<file path="src/rtl/fa_pkg.sv">
// Shared types and helpers for the full-adder BIST.
package fa_pkg;

   typedef enum logic [2:0] {
      IDLE,
      APPLY,
      WAIT,
      CHECK,
      DONE
   } fa_bist_state_t;

   localparam int FA_NVEC = 8;

   // Arithmetic reference for one {a,b,ci} vector, returned as {co,s}.
   function automatic logic [1:0] fa_expect(input logic [2:0] vec);
      return {1'b0, vec[2]} + {1'b0, vec[1]} + {1'b0, vec[0]};
   endfunction

endpackage

</file>
<file path="src/rtl/fa_bist.sv">
// Self-test initiator for the latched full adder: sweeps all eight input
// vectors NPASS times, compares the latched result and reports the outcome.
module fa_bist
   import fa_pkg::*;
#(
   parameter int LATENCY = 1,
   parameter int NPASS   = 1
) (
   input  logic       ck,
   input  logic       rst,
   input  logic       start,
   output logic       a,
   output logic       b,
   output logic       ci,
   input  logic       s,
   input  logic       co,
   output logic       busy,
   output logic       done,
   output logic       pass,
   output logic [3:0] err_cnt,
   output logic [2:0] first_fail
);

   localparam int            WW    = $clog2(LATENCY + 1);
   localparam logic [WW-1:0] WLAST = WW'(LATENCY - 1);
   localparam logic [3:0]    PLAST = 4'(NPASS - 1);
   localparam logic [2:0]    VLAST = 3'(FA_NVEC - 1);

   fa_bist_state_t state, state_nx;

   logic [2:0]    vec;
   logic [WW-1:0] wcnt;
   logic [3:0]    pcnt;
   logic          fail;
   logic          mism;
   logic          last_vec;

   // Error counter saturates instead of wrapping so a heavy failure never reads as clean.
   function automatic logic [3:0] sat_inc4(input logic [3:0] x);
      return (x == 4'hf) ? x : x + 4'd1;
   endfunction

   // s/co only matter in CHECK; gating by state keeps junk on them elsewhere harmless.
   assign mism     = (state == CHECK) && ({co, s} != fa_expect(vec));
   assign last_vec = (vec == VLAST) && (pcnt == PLAST);

   // The vector counter doubles as the registered operand drive.
   assign {a, b, ci} = vec;
   assign busy       = (state != IDLE);
   assign done       = (state == DONE);

   // State register.
   always_ff @(posedge ck or posedge rst) begin
      if (rst) state <= IDLE;
      else     state <= state_nx;
   end

   // Next-state decode; a latency of one skips WAIT entirely.
   always_comb begin
      state_nx = state;
      unique case (state)
         IDLE:    if (start) state_nx = APPLY;
         APPLY:   state_nx = (LATENCY == 1) ? CHECK : WAIT;
         WAIT:    if (wcnt == WLAST) state_nx = CHECK;
         CHECK:   state_nx = last_vec ? DONE : APPLY;
         DONE:    state_nx = IDLE;
         default: state_nx = IDLE;
      endcase
   end

   // Vector/pass/wait counters and the result bookkeeping.
   always_ff @(posedge ck or posedge rst) begin
      if (rst) begin
         vec        <= '0;
         wcnt       <= '0;
         pcnt       <= '0;
         fail       <= 1'b0;
         err_cnt    <= '0;
         first_fail <= '0;
         pass       <= 1'b0;
      end else begin
         unique case (state)
            IDLE: begin
               if (start) begin
                  vec        <= '0;
                  pcnt       <= '0;
                  fail       <= 1'b0;
                  err_cnt    <= '0;
                  first_fail <= '0;
                  pass       <= 1'b0;
               end
            end
            APPLY: wcnt <= WW'(1);
            WAIT:  wcnt <= wcnt + WW'(1);
            CHECK: begin
               vec <= vec + 3'd1;
               if (vec == VLAST) pcnt <= pcnt + 4'd1;
               if (mism) begin
                  err_cnt <= sat_inc4(err_cnt);
                  if (!fail) first_fail <= vec;
                  fail <= 1'b1;
               end
               // Fold in the final compare so pass is valid during DONE.
               if (last_vec) pass <= !(fail || mism);
            end
            default: ;
         endcase
      end
   end

endmodule

</file>
<file path="config.mk">
export PLATFORM = sky130hd
export DESIGN_NAME = fa_bist
export DESIGN_NICKNAME = d
export VERILOG_FILES = /design/src/rtl/fa_pkg.sv /design/src/rtl/fa_bist.sv
export SDC_FILE = /design/constraint.sdc
export NUM_CORES = 1
export LEC_CHECK = 0
export CORE_AREA = 5 5 51 53
export CTS_BUF_LIST = sky130_fd_sc_hd__clkbuf_4
export DETAILED_ROUTE_END_ITERATION = 8
export DIE_AREA = 0 0 56 58
export PLACE_DENSITY = 0.93
export REMOVE_ABC_BUFFERS = 1
export SKIP_CTS_REPAIR_TIMING = 1
export SYNTH_ARGS = -nofsm -noshare
export SYNTH_HDL_FRONTEND = slang
export SYNTH_SLANG_ARGS = --single-unit
</file>
<file path="constraint.sdc">
create_clock -name ck -period 5.48 [get_ports ck]
set_clock_uncertainty 0.15 [all_clocks]
set_input_delay 1.096 -clock ck [delete_from_list [all_inputs] [get_ports ck]]
set_output_delay 1.096 -clock ck [all_outputs]
set_load 0.05 [all_outputs]
</file>
==> summary.txt <==
Area Overhead vs Synth: 17.2%
number of DRC markers in iteration 0: 9
Critical Path RT: 4.23 ns
hold worst-path end: pass
total global routing overflow: 0
initial core utilization: 53.7%
clock sink total: 20
initial antenna violation count: 0
CP endpoint kind: primary output
overall routed net length: 2220 um
#FFs+latches synth: 20
routed len/inst: 15.0 um
drt pass-1 iters: 4
Clk pin slew, worst setup/hold paths: 0.11 ns
DP Wirelength: 1660 um
WS Path Type: flop to primary output
CTS tree: built
Power Dens Cells: 640 nW/um^2
Post-Place Setup Slack: 2.57 ns
CTS HTree Levels: 1
floorplan row count: 17
sequential area share after synthesis: 44.3%
setup TNS after final layout: 0 ns
WP data arrival: 1.97 ns
Core Area: 2110 um^2
Final Hold Viols: 0
Hold Startpoint: fail
syn avg cell area: 10.8 um^2
critical path launch point type: flop
Die H: 58 um
Critical Path Start: state[0]
critical path peak fanout: 12
final core occ: 62.9%
RSZ-0062 raised after global routing: no
CTS Buf Count: 3
Hold Path Stages: 1
post-synthesis cell area: 1130 um^2
Period Utilization, post-route: 58.7%
RR Endpoint: first_fail[1]
final RePlAce weighted congestion: 0.754
hold_ws: 0.361 ns
Tightest Hold Check Type: flop to flop
slack of the worst reg-to-reg path: 3.29 ns
routed vias: 844
total of max-cap violations: 0
Worst VDD drop: 391 uV
root buffer selected by CTS: clkbuf_4
CTS Buffer Depth: 2
vias in the first global route: 895
port bufs: 17
FF-to-FF Start: vec[2]
Vias/cell: 5.70
Slew Limit Fails: 0
die area: 3250 um^2
Post-DP Area: 1300 um^2
setup slack after layout: 2.26 ns
largest net degree at the start of global routing: 21
Pleak: 0.612 nW
chip width: 56 um
first-pass GRT wire length: 4090 um
DRC: 0
status: finished, final reports clean
Worst R2R Path Depth: 5
Antenna Cells: 0
Post-Syn Instances: 105
nets: 133
share of cells above drive strength 1: 4.17%
Slew headroom: 49.8%
post-layout min period: 3.22 ns
GRT Total Usage: 15.6%
antenna-violating nets left: 0
I/O pins: 18
Clk Latency, worst-skew pair: 0.29 ns
Synth Warn #: 0
FMAX: 311 MHz
final setup vio count: 0
Least-Margin Pin Slew: 0.752 ns
final instance area: 1320 um^2
distinct cell type count after synthesis: 38
-- cells in the mapped netlist --
cell type  count  area [um^2]
ha_1           5         62.6
nor3b_1        1         7.51
a22o_1         2         17.5
buf_4          1         7.51
nor4b_4        1         23.8
a21oi_1        4         20.0
nand4bb_1      1         11.3
dfrtp_1       20          500
nand3b_4       1         20.0
xnor2_1        1         8.76
or2_1          1         6.26
or4b_1         1         10.0
xor2_1         2         17.5
o21a_1         1         7.51
nand3_1        5         25.0
o22a_1         1         8.76
buf_2          3         15.0
a211oi_1       2         15.0
mux2_1         1         11.3
o21ba_1        1         10.0
nand4b_1       1         8.76
inv_1          9         33.8
and3b_1        1         8.76
a211o_1        2         17.5
o2111ai_1      1         8.76
buf_6          1         11.3
fa_1           1         20.0
mux2i_1        9         90.1
o21ai_1        2         10.0
o22ai_1        1         6.26
or3_1          2         12.5
o21ai_0        3         15.0
nor2_1         4         15.0
a21o_1         1         7.51
nor4bb_1       1         10.0
nand2_1        9         33.8
a311oi_1       1         8.76
and3_1         1         6.26
-- layout make-up --
| cell class | count | area (um^2) |
|---|---|---|
| Tap cell | 28 | 35.0 |
| Inverter | 9 | 33.8 |
| Sequential cell | 20 | 500 |
| Clock buffer | 3 | 22.5 |
| Fill cell | 173 | 782 |
| Multi-Input combinational cell | 71 | 562 |
| Timing Repair Buffer | 17 | 170 |
-- layout by cell type, fill, tap and decap left out, drive strengths merged --
| cell | n |
|---|---|
| nand4bb | 1 |
| mux2i | 9 |
| a211o | 2 |
| xnor2 | 1 |
| nor4bb | 1 |
| and3b | 1 |
| nand4b | 1 |
| nor2 | 4 |
| o22a | 1 |
| and3 | 1 |
| o21ba | 1 |
| o21a | 1 |
| xor2 | 2 |
| clkdlybuf4s50 | 17 |
| or3 | 2 |
| a22o | 2 |
| a311oi | 1 |
| o22ai | 1 |
| nor3b | 1 |
| dfrtp | 20 |
| a211oi | 2 |
| o2111ai | 1 |
| nand3b | 1 |
| ha | 5 |
| nand2 | 9 |
| nor4b | 1 |
| mux2 | 1 |
| or2 | 1 |
| a21o | 1 |
| or4b | 1 |
| clkbuf | 3 |
| a21oi | 4 |
| o21ai | 5 |
| fa | 1 |
| nand3 | 5 |
| inv | 9 |
-- stage by stage --
step	instances	power (W)
after floorplan	100	0.000638
after global routing	148	0.000917
after CTS	148	0.000854
final	148	0.000847
after global placement	145	0.000756
after detailed placement	145	0.000785
-- layer usage --
metal,GRT usage [%],routed length (um),vias up
met5,0,0,-
li1,-,-,402
met1,19.7,960,419
met3,2.67,91,4
met4,4.07,10,0
met2,27.7,1160,19
-- cells by family (layout without fill, tap and decap cells) --
logic type,count (synthesis),in the layout,synth area share (%)
xor+xnor,3,3,2.33
flops,20,20,44.3
mux,10,10,8.97
simple gates,30,30,17.6
compound gates,22,22,13.5
fa+ha+maj,6,6,7.31
buf+inv,14,29,5.98
-- critical path, stage by stage, from the launching register on --
cell             delay (ns)
dfrtp_1                0.55
or3_1                  0.43
clkdlybuf4s50_1        0.70
-- flip-flops by register name, summed over array words and instances (netlist names) --
| register | flops |
|---|---|
| pass | 1 |
| vec | 3 |
| err_cnt | 4 |
| pcnt | 4 |
| fail | 1 |
| wcnt | 1 |
| first_fail | 3 |
| state | 3 |
-- report_power, final --
| group | internal [W] | total (W) | switching [W] |
|---|---|---|---|
| Sequential | 0.000209 | 0.000286 | 0.0000771 |
| Combinational | 0.000190 | 0.000495 | 0.000305 |
| Clock | 0.0000255 | 0.0000662 | 0.0000407 |
-- worst max path at each step --
stage                     endpoint  depth (start not counted)
after CTS                     busy                          2
after detailed placement      busy                          2
after global routing          busy                          2
after global placement        busy                          2
after floorplan               done                          1
final                         busy                          2
Power figures use the tool's default switching activity.
